[config.mk]
export PLATFORM = sky130hd
export DESIGN_NAME = knn_topk_list
export DESIGN_NICKNAME = d
export VERILOG_FILES = /design/src/rtl/knn_topk_list.sv
export SDC_FILE = /design/constraint.sdc
export NUM_CORES = 1
export LEC_CHECK = 0
export ABC_AREA = 0
export BUFFER_PORTS_ARGS = -buffer_cell sky130_fd_sc_hd__buf_2
export CORE_UTILIZATION = 55
export CTS_BUF_LIST = sky130_fd_sc_hd__clkbuf_8
export DETAILED_ROUTE_END_ITERATION = 10
export GPL_ROUTABILITY_DRIVEN = 0
export PLACE_DENSITY = 0.86
export SYNTH_ARGS = -nofsm -noshare
export SYNTH_HDL_FRONTEND = slang
export SYNTH_SLANG_ARGS = --single-unit
[constraint.sdc]
create_clock -name clk -period 10.75 [get_ports clk]
set_clock_uncertainty 0.05 [all_clocks]
set_input_delay 0.5375 -clock clk [delete_from_list [all_inputs] [get_ports clk]]
set_output_delay 0.5375 -clock clk [all_outputs]
set_load 0.05 [all_outputs]
[src/rtl/knn_topk_list.sv]
// knn_topk_list: keeps the K nearest candidates of a query as a sorted list.
// Candidates arrive one per cycle and are inserted into a shift-register list
// ordered by distance. Equal distances keep arrival order.
// Optional macro KNN_VOTE_EN adds a VOTE state that scans the final list for
// the most frequent label and drives vote_label.
//
// state | meaning
// IDLE  | after reset, waiting for start
// FILL  | query open, accepting candidates
// VOTE  | majority-label scan, one list index per cycle (KNN_VOTE_EN)
// DONE  | result stable until the next start
module knn_topk_list #(
    parameter int DATA_W  = 32,
    parameter int LABEL_W = 8,
    parameter int K       = 10
) (
    input  logic                     clk,
    input  logic                     rst,
    input  logic                     start,
    input  logic                     in_valid,
    output logic                     in_ready,
    input  logic                     in_last,
    input  logic [DATA_W-1:0]        in_dist,
    input  logic [LABEL_W-1:0]       in_label,
    output logic                     busy,
    output logic                     done,
    output logic [$clog2(K+1)-1:0]   count,
    output logic [DATA_W*K-1:0]      dist_out,
    output logic [LABEL_W*K-1:0]     label_out
`ifdef KNN_VOTE_EN
    ,
    output logic [LABEL_W-1:0]       vote_label
`endif
);

    localparam int CW = $clog2(K+1);
    localparam int IW = $clog2(K);

`ifdef KNN_VOTE_EN
    typedef enum logic [1:0] {S_IDLE = 2'd0, S_FILL = 2'd1, S_DONE = 2'd2, S_VOTE = 2'd3} state_t;
`else
    typedef enum logic [1:0] {S_IDLE = 2'd0, S_FILL = 2'd1, S_DONE = 2'd2} state_t;
`endif

    state_t               state_q, state_d;
    logic [CW-1:0]        count_q, count_d;
    logic [DATA_W-1:0]    dist_q  [K];
    logic [DATA_W-1:0]    dist_d  [K];
    logic [LABEL_W-1:0]   label_q [K];
    logic [LABEL_W-1:0]   label_d [K];
    logic                 arm_q, arm_d;
    logic                 start_eff;
    logic [CW-1:0]        ins_pos;
    logic                 do_clear;
    logic                 do_insert;

`ifdef KNN_VOTE_EN
    logic [IW-1:0]        scan_q, scan_d;
    logic [CW-1:0]        best_cnt_q, best_cnt_d;
    logic [LABEL_W-1:0]   best_lab_q, best_lab_d;
    logic [LABEL_W-1:0]   vote_q, vote_d;
    logic [LABEL_W-1:0]   cand_lab;
    logic [CW-1:0]        occ;
    logic [LABEL_W-1:0]   new_lab;
    logic [CW-1:0]        new_cnt;
`endif

    // Reset release is retimed through arm_q; start is masked on the first
    // edge after deassertion and honoured from the second edge onward.
    always_comb arm_d = 1'b1;

    // Reset-release synchroniser.
    always_ff @(posedge clk or negedge rst) begin
        if (!rst) arm_q <= 1'b0;
        else      arm_q <= arm_d;
    end

    assign start_eff = start & arm_q;

    // Insert position: number of valid entries with dist <= in_dist.
    always_comb begin
        ins_pos = '0;
        for (int i = 0; i < K; i++) begin
            if ((CW'(i) < count_q) && (dist_q[i] <= in_dist)) ins_pos = ins_pos + CW'(1);
        end
    end

`ifdef KNN_VOTE_EN
    // Occurrences of the label under the scan pointer, and the running best.
    always_comb begin
        cand_lab = label_q[scan_q];
        occ      = '0;
        for (int j = 0; j < K; j++) begin
            if ((CW'(j) < count_q) && (label_q[j] == cand_lab)) occ = occ + CW'(1);
        end
        new_lab = best_lab_q;
        new_cnt = best_cnt_q;
        if (occ > best_cnt_q) begin
            new_lab = cand_lab;
            new_cnt = occ;
        end
    end
`endif

    // Next-state, list insertion and clear.
    always_comb begin
        state_d   = state_q;
        count_d   = count_q;
        do_clear  = 1'b0;
        do_insert = 1'b0;
        for (int i = 0; i < K; i++) begin
            dist_d[i]  = dist_q[i];
            label_d[i] = label_q[i];
        end
`ifdef KNN_VOTE_EN
        scan_d     = scan_q;
        best_cnt_d = best_cnt_q;
        best_lab_d = best_lab_q;
        vote_d     = vote_q;
`endif
        case (state_q)
            S_IDLE, S_DONE: begin
                if (start_eff) do_clear = 1'b1;
            end
            S_FILL: begin
                if (start_eff) begin
                    do_clear = 1'b1;
                end else if (in_valid) begin
                    do_insert = 1'b1;
                    if (in_last) begin
`ifdef KNN_VOTE_EN
                        state_d    = S_VOTE;
                        scan_d     = '0;
                        best_cnt_d = '0;
                        best_lab_d = '0;
`else
                        state_d    = S_DONE;
`endif
                    end
                end
            end
`ifdef KNN_VOTE_EN
            S_VOTE: begin
                if (start_eff) begin
                    do_clear = 1'b1;
                end else if (count_q == '0) begin
                    vote_d  = '0;
                    state_d = S_DONE;
                end else begin
                    best_lab_d = new_lab;
                    best_cnt_d = new_cnt;
                    if (CW'(scan_q) == count_q - CW'(1)) begin
                        vote_d  = new_lab;
                        state_d = S_DONE;
                    end else begin
                        scan_d = scan_q + IW'(1);
                    end
                end
            end
`endif
            default: state_d = S_IDLE;
        endcase

        if (do_insert && (ins_pos != CW'(K))) begin
            for (int i = 0; i < K; i++) begin
                if (CW'(i) > ins_pos) begin
                    dist_d[i]  = dist_q[(i > 0) ? i - 1 : 0];
                    label_d[i] = label_q[(i > 0) ? i - 1 : 0];
                end else if (CW'(i) == ins_pos) begin
                    dist_d[i]  = in_dist;
                    label_d[i] = in_label;
                end
            end
            count_d = (count_q == CW'(K)) ? count_q : count_q + CW'(1);
        end

        if (do_clear) begin
            state_d = S_FILL;
            count_d = '0;
            for (int i = 0; i < K; i++) begin
                dist_d[i]  = '1;
                label_d[i] = '0;
            end
`ifdef KNN_VOTE_EN
            vote_d     = '0;
            scan_d     = '0;
            best_cnt_d = '0;
            best_lab_d = '0;
`endif
        end
    end

    // State and list registers.
    always_ff @(posedge clk or negedge rst) begin
        if (!rst) begin
            state_q <= S_IDLE;
            count_q <= '0;
            for (int i = 0; i < K; i++) begin
                dist_q[i]  <= '1;
                label_q[i] <= '0;
            end
`ifdef KNN_VOTE_EN
            scan_q     <= '0;
            best_cnt_q <= '0;
            best_lab_q <= '0;
            vote_q     <= '0;
`endif
        end else begin
            state_q <= state_d;
            count_q <= count_d;
            for (int i = 0; i < K; i++) begin
                dist_q[i]  <= dist_d[i];
                label_q[i] <= label_d[i];
            end
`ifdef KNN_VOTE_EN
            scan_q     <= scan_d;
            best_cnt_q <= best_cnt_d;
            best_lab_q <= best_lab_d;
            vote_q     <= vote_d;
`endif
        end
    end

    // Output packing and status decode.
    always_comb begin
        for (int i = 0; i < K; i++) begin
            dist_out[i*DATA_W +: DATA_W]    = dist_q[i];
            label_out[i*LABEL_W +: LABEL_W] = label_q[i];
        end
        count    = count_q;
        in_ready = (state_q == S_FILL) && !start_eff;
`ifdef KNN_VOTE_EN
        busy       = (state_q == S_FILL) || (state_q == S_VOTE);
        vote_label = vote_q;
`else
        busy       = (state_q == S_FILL);
`endif
        done = (state_q == S_DONE);
    end

endmodule

==> report_table.html <==
<table>
<tr><th>Metric</th><th>Value</th></tr>
<tr><th colspan="2">Clocking</th></tr>
<tr><td># H-tree levels</td><td>3</td></tr>
<tr><td>CTS sink count</td><td>407</td></tr>
<tr><td>Register clock-pin slew on the reported worst setup and hold paths</td><td>0.06 ns</td></tr>
<tr><td>Root Buffer Master</td><td>sky130_fd_sc_hd__clkbuf_8</td></tr>
<tr><td>Buffer depth of the longest clock path</td><td>3</td></tr>
<tr><td>Clock insertion delay at the later pin of the skew report</td><td>0.70 ns</td></tr>
<tr><td>Total CTS buffers</td><td>71</td></tr>
<tr><td>TritonCTS clock tree</td><td>yes</td></tr>
<tr><th colspan="2">Synth</th></tr>
<tr><td>Fraction of the yosys area taken by sequential cells</td><td>38.6%</td></tr>
<tr><td>Post-synth cell types</td><td>82</td></tr>
<tr><td>Most common cell in the synthesized netlist</td><td>sky130_fd_sc_hd__a21oi_1</td></tr>
<tr><td>Synthesized area per cell</td><td>9.05 sq um</td></tr>
<tr><td>Commonest cells post-synth</td><td>sky130_fd_sc_hd__a21oi_1 (391), sky130_fd_sc_hd__ha_1 (332), sky130_fd_sc_hd__nand2_1 (332)</td></tr>
<tr><td>Total of warnings raised by yosys</td><td>0</td></tr>
<tr><td>Asr flop ratio synth</td><td>100%</td></tr>
<tr><td>Synth top area cells</td><td>sky130_fd_sc_hd__dfstp_2 (31%), sky130_fd_sc_hd__ha_1 (15%), sky130_fd_sc_hd__dfrtp_1 (7.9%), sky130_fd_sc_hd__a21oi_1 (7.1%), sky130_fd_sc_hd__nand2_1 (4.5%)</td></tr>
<tr><td>Post-Syn Instances</td><td>3034</td></tr>
<tr><td>Proportion of netlist area held by the largest area contributor</td><td>30.6%</td></tr>
<tr><td>Number of nets in the synthesized netlist</td><td>3411</td></tr>
<tr><td>Most instantiated flip-flop cell in the synthesis netlist</td><td>sky130_fd_sc_hd__dfstp_2</td></tr>
<tr><td>Number of synthesized register bits</td><td>407</td></tr>
<tr><td>Number of synthesized flops with an enable pin</td><td>0</td></tr>
<tr><td>Netlist Area Pre-Place</td><td>27400 sq um</td></tr>
<tr><td>Cell type with the largest total area after synthesis</td><td>sky130_fd_sc_hd__dfstp_2</td></tr>
<tr><th colspan="2">Detailed routing</th></tr>
<tr><td>DRC violations left</td><td>0</td></tr>
<tr><td>Vias</td><td>28.1k</td></tr>
<tr><td>DRT iter0 DRCs</td><td>3882</td></tr>
<tr><td>Wire length per cell after detailed routing</td><td>26.3 microns</td></tr>
<tr><td>Routed WL</td><td>110 mm</td></tr>
<tr><td>Drt pass-1 iters</td><td>6</td></tr>
<tr><td>ANT nets after route</td><td>0</td></tr>
<tr><td>Average vias per placed instance</td><td>6.74</td></tr>
<tr><th colspan="2">Cells and area</th></tr>
<tr><td>Register area</td><td>10600 sq um</td></tr>
<tr><td>Number of nets in the layout</td><td>3829</td></tr>
<tr><td>Share of the core filled with cells</td><td>65.6%</td></tr>
<tr><td>Final cell count without fillers</td><td>4174</td></tr>
<tr><td>Layout Area Growth over Synthesis</td><td>17.3%</td></tr>
<tr><td>Ratio of cells with drive above 1 in the final layout</td><td>28.4%</td></tr>
<tr><td>Combined area of the multi-input logic cells</td><td>15900 sq um</td></tr>
<tr><td>Fill count</td><td>3949</td></tr>
<tr><th colspan="2">Critical path</th></tr>
<tr><td>Critical path data arrival time</td><td>10.74 ns</td></tr>
<tr><td>Master of the slowest instance on the critical path</td><td>sky130_fd_sc_hd__a21o_2</td></tr>
<tr><td>Length in cells of the worst reg-to-reg path</td><td>44</td></tr>
<tr><td>R2R Path Start</td><td>dist_out[1]</td></tr>
<tr><td>Worst endpoint required time</td><td>11.22 ns</td></tr>
<tr><td>Crit Path Class</td><td>reg -&gt; reg</td></tr>
<tr><td>First element of the critical path</td><td>dist_out[1]</td></tr>
<tr><td>Startpoint type of the worst setup path</td><td>flop</td></tr>
<tr><td>Max FO, Critical Path</td><td>17</td></tr>
<tr><td>Cell repeated most along the worst path</td><td>sky130_fd_sc_hd__ha_1</td></tr>
<tr><td>Worst setup EP type</td><td>flop</td></tr>
<tr><td>Biggest cell delay along the critical path</td><td>0.69 ns</td></tr>
<tr><th colspan="2">GRT</th></tr>
<tr><td>Via count of the first global-routing pass</td><td>26.1k</td></tr>
<tr><td>Total overflow reported by the global router</td><td>0</td></tr>
<tr><td>First-pass GRT wire length</td><td>162 mm</td></tr>
<tr><td>Initial antenna violation count</td><td>5</td></tr>
<tr><td>Overall fraction of global-route tracks in use</td><td>42.6%</td></tr>
<tr><td>Pin count of the biggest net entering global routing</td><td>101</td></tr>
<tr><th colspan="2">Pwr</th></tr>
<tr><td>Psw</td><td>3.64 mW</td></tr>
<tr><td>Pwr Total</td><td>7.38 mW</td></tr>
<tr><td>Share of total power in combinational logic</td><td>47.4%</td></tr>
<tr><td>Relative contribution of the clock network to total power</td><td>20.0%</td></tr>
<tr><td>Maximum resistive drop on vdd</td><td>226 uV</td></tr>
<tr><td>Reg power frac</td><td>32.6%</td></tr>
<tr><td>Pleak</td><td>14.6 nW</td></tr>
<tr><td>Internal cell power</td><td>3.74 mW</td></tr>
<tr><td>Power per Cell Area</td><td>229 nW/um^2</td></tr>
<tr><td>Switching share of power</td><td>49.4%</td></tr>
<tr><th colspan="2">Timing</th></tr>
<tr><td>Tcrit/Tclk final</td><td>95.5%</td></tr>
<tr><td>Final worst path period need</td><td>10.26 ns</td></tr>
<tr><td>Unrepaired setup endpoints after global routing</td><td>yes</td></tr>
<tr><td>Worst-case headroom to the max-slew limit</td><td>10.0%</td></tr>
<tr><td>Max Clk Rate</td><td>97.4 MHz</td></tr>
<tr><td>Worst Max-Slew Pin Slew</td><td>1.34 ns</td></tr>
<tr><td>Number of hold violations in the final report</td><td>0</td></tr>
<tr><td>Final-layout setup total negative slack</td><td>0 ns</td></tr>
<tr><td>Final-report max-slew violation count</td><td>0</td></tr>
<tr><td>Total setup violations reported at the end of the flow</td><td>0</td></tr>
<tr><th colspan="2">Floorplan</th></tr>
<tr><td>Chip Width</td><td>225 microns</td></tr>
<tr><td>Number of placement rows</td><td>81</td></tr>
<tr><td>Initial Utilization</td><td>56.0%</td></tr>
<tr><td>Floorplan core area</td><td>49100 sq um</td></tr>
<tr><td>Die footprint</td><td>50800 sq um</td></tr>
<tr><td>Number of placed I/O pins</td><td>452</td></tr>
<tr><td>Floorplan die height</td><td>225 microns</td></tr>
<tr><th colspan="2">Hold path</th></tr>
<tr><td>Type of the worst min-delay path</td><td>in -&gt; reg</td></tr>
<tr><td>Hold path start</td><td>in_last</td></tr>
<tr><td>Instance count along the most critical hold path</td><td>2</td></tr>
<tr><th colspan="2">Job</th></tr>
<tr><td>Maxcap violations</td><td>0</td></tr>
<tr><th colspan="2">Place</th></tr>
<tr><td>Half-perimeter wire length of the detailed placement result</td><td>77.2 mm</td></tr>
<tr><td>Count of placed standard cells including taps</td><td>4031</td></tr>
<tr><td>Quantity of I/O buffers inserted on ports</td><td>451</td></tr>
<tr><th colspan="2">Run status</th></tr>
<tr><td>Outcome</td><td>complete, no violations</td></tr>
</table>
==> critical path: cells and delay by family, from the launching register on <==
kind	cells	cell delay, ns
compound gates	17	3.66
simple gates	15	2.16
fa+ha+maj	7	1.92
xor+xnor	2	0.95
flops	1	0.59
buf+inv	2	0.50
mux	1	0.24
==> cell type report <==
cell class / instances / area share (%)
antenna: 2 / 0.0156
tap: 664 / 2.58
clock buffer: 94 / 4.02
inverter: 77 / 0.898
sequential: 407 / 32.9
clock inverter: 35 / 0.455
timing repair buffer: 539 / 9.64
multi-input combinational: 2356 / 49.5
==> sequential cells by signal, indices dropped and copies added, names as in the netlist <==
| name | cells |
|---|---|
| label_out | 80 |
| state_q | 2 |
| count | 4 |
| arm_q | 1 |
| dist_out | 320 |
==> timing repair <==
action | CTS | global route
buffers inserted | 0 | 9
hold buffers | 1 | 0
setup endpoints to repair | 0 | 292
resized for setup | 0 | 20
endpoints found under the hold margin | 37 | 0
==> logic make-up (layout without fill, tap and decap cells) <==
| kind of cell | count (synthesis) | in the layout | synth area share [%] |
|---|---|---|---|
| other | 1 | 3 | 0.0137 |
| adder cells (fa/ha/maj) | 332 | 332 | 15.1 |
| multiplexers | 117 | 117 | 4.28 |
| XOR/XNOR | 25 | 25 | 1.03 |
| flip-flops | 407 | 407 | 38.6 |
| AO/OA/AOI/OAI | 918 | 918 | 20.8 |
| buffers and inverters | 273 | 745 | 4.03 |
| AND/OR/NAND/NOR | 961 | 963 | 16.1 |
==> cell usage in the layout (no fill, tap or decap), types with 25 or more instances in the layout <==
master                      Yosys  final
sky130_fd_sc_hd__o211ai_1      42     42
sky130_fd_sc_hd__a2bb2oi_1     63     63
sky130_fd_sc_hd__nand3_1       51     51
sky130_fd_sc_hd__nand2_1      332    329
sky130_fd_sc_hd__a21oi_1      391    389
sky130_fd_sc_hd__a21o_1        27     25
sky130_fd_sc_hd__o31a_1        32     32
sky130_fd_sc_hd__mux2i_1      114    112
sky130_fd_sc_hd__dfrtp_1       87     87
sky130_fd_sc_hd__clkbuf_8       0     94
sky130_fd_sc_hd__nor3_1       227    226
sky130_fd_sc_hd__o21ai_0      120    120
sky130_fd_sc_hd__inv_1         77    107
sky130_fd_sc_hd__buf_2         54    450
sky130_fd_sc_hd__nor2_1       181    177
sky130_fd_sc_hd__buf_4          2     70
sky130_fd_sc_hd__nand4_1       63     63
sky130_fd_sc_hd__ha_1         332    332
sky130_fd_sc_hd__dfstp_2      320    320
sky130_fd_sc_hd__a31oi_1      116    116
==> per-stage QoR <==
step / instance area (sq um) / hold slack (ns) / setup WS (ns)
6_report: 32200 / 0.0653 / 0.486
5_1_grt: 32200 / 0.0834 / -0.0852
3_3_place_gp: 30600 / 0.426 / 0.523
3_5_place_dp: 30600 / 0.428 / 0.165
4_1_cts: 32000 / 0.0420 / 0.435
2_1_floorplan: 27400 / 0.192 / 1.47
==> metal layers <==
layer | vias to the layer above | track usage (%) | routed length (microns)
li1 | 12100 | - | -
met1 | 13200 | 55.5 | 39800
met2 | 2242 | 61.5 | 46100
met3 | 529 | 13.1 | 15500
met4 | 4 | 26.9 | 8440
met5 | - | 0 | 21
==> final timing paths <==
| path | to | slack, ns |
|---|---|---|
| min reg2reg | dist_out[62] | 0.42 |
| max | label_out[54] | 0.49 |
| max in group asynchronous | dist_out[311] | 7.81 |
| min in group asynchronous | arm_q | 0.52 |
| min | state_q[1] | 0.07 |
| max reg2reg | label_out[54] | 0.49 |
==> power by group through the flow <==
stage                     Clock (mW)  Combinational [mW]  Sequential [mW]
after floorplan                    0                1.46             3.23
after global placement             0                3.29             2.38
after detailed placement           0                3.37             2.38
after CTS                       1.47                3.38             2.36
after global routing            1.54                3.73             2.42
final                           1.47                3.50             2.41
(Power assumes the default switching activity.)
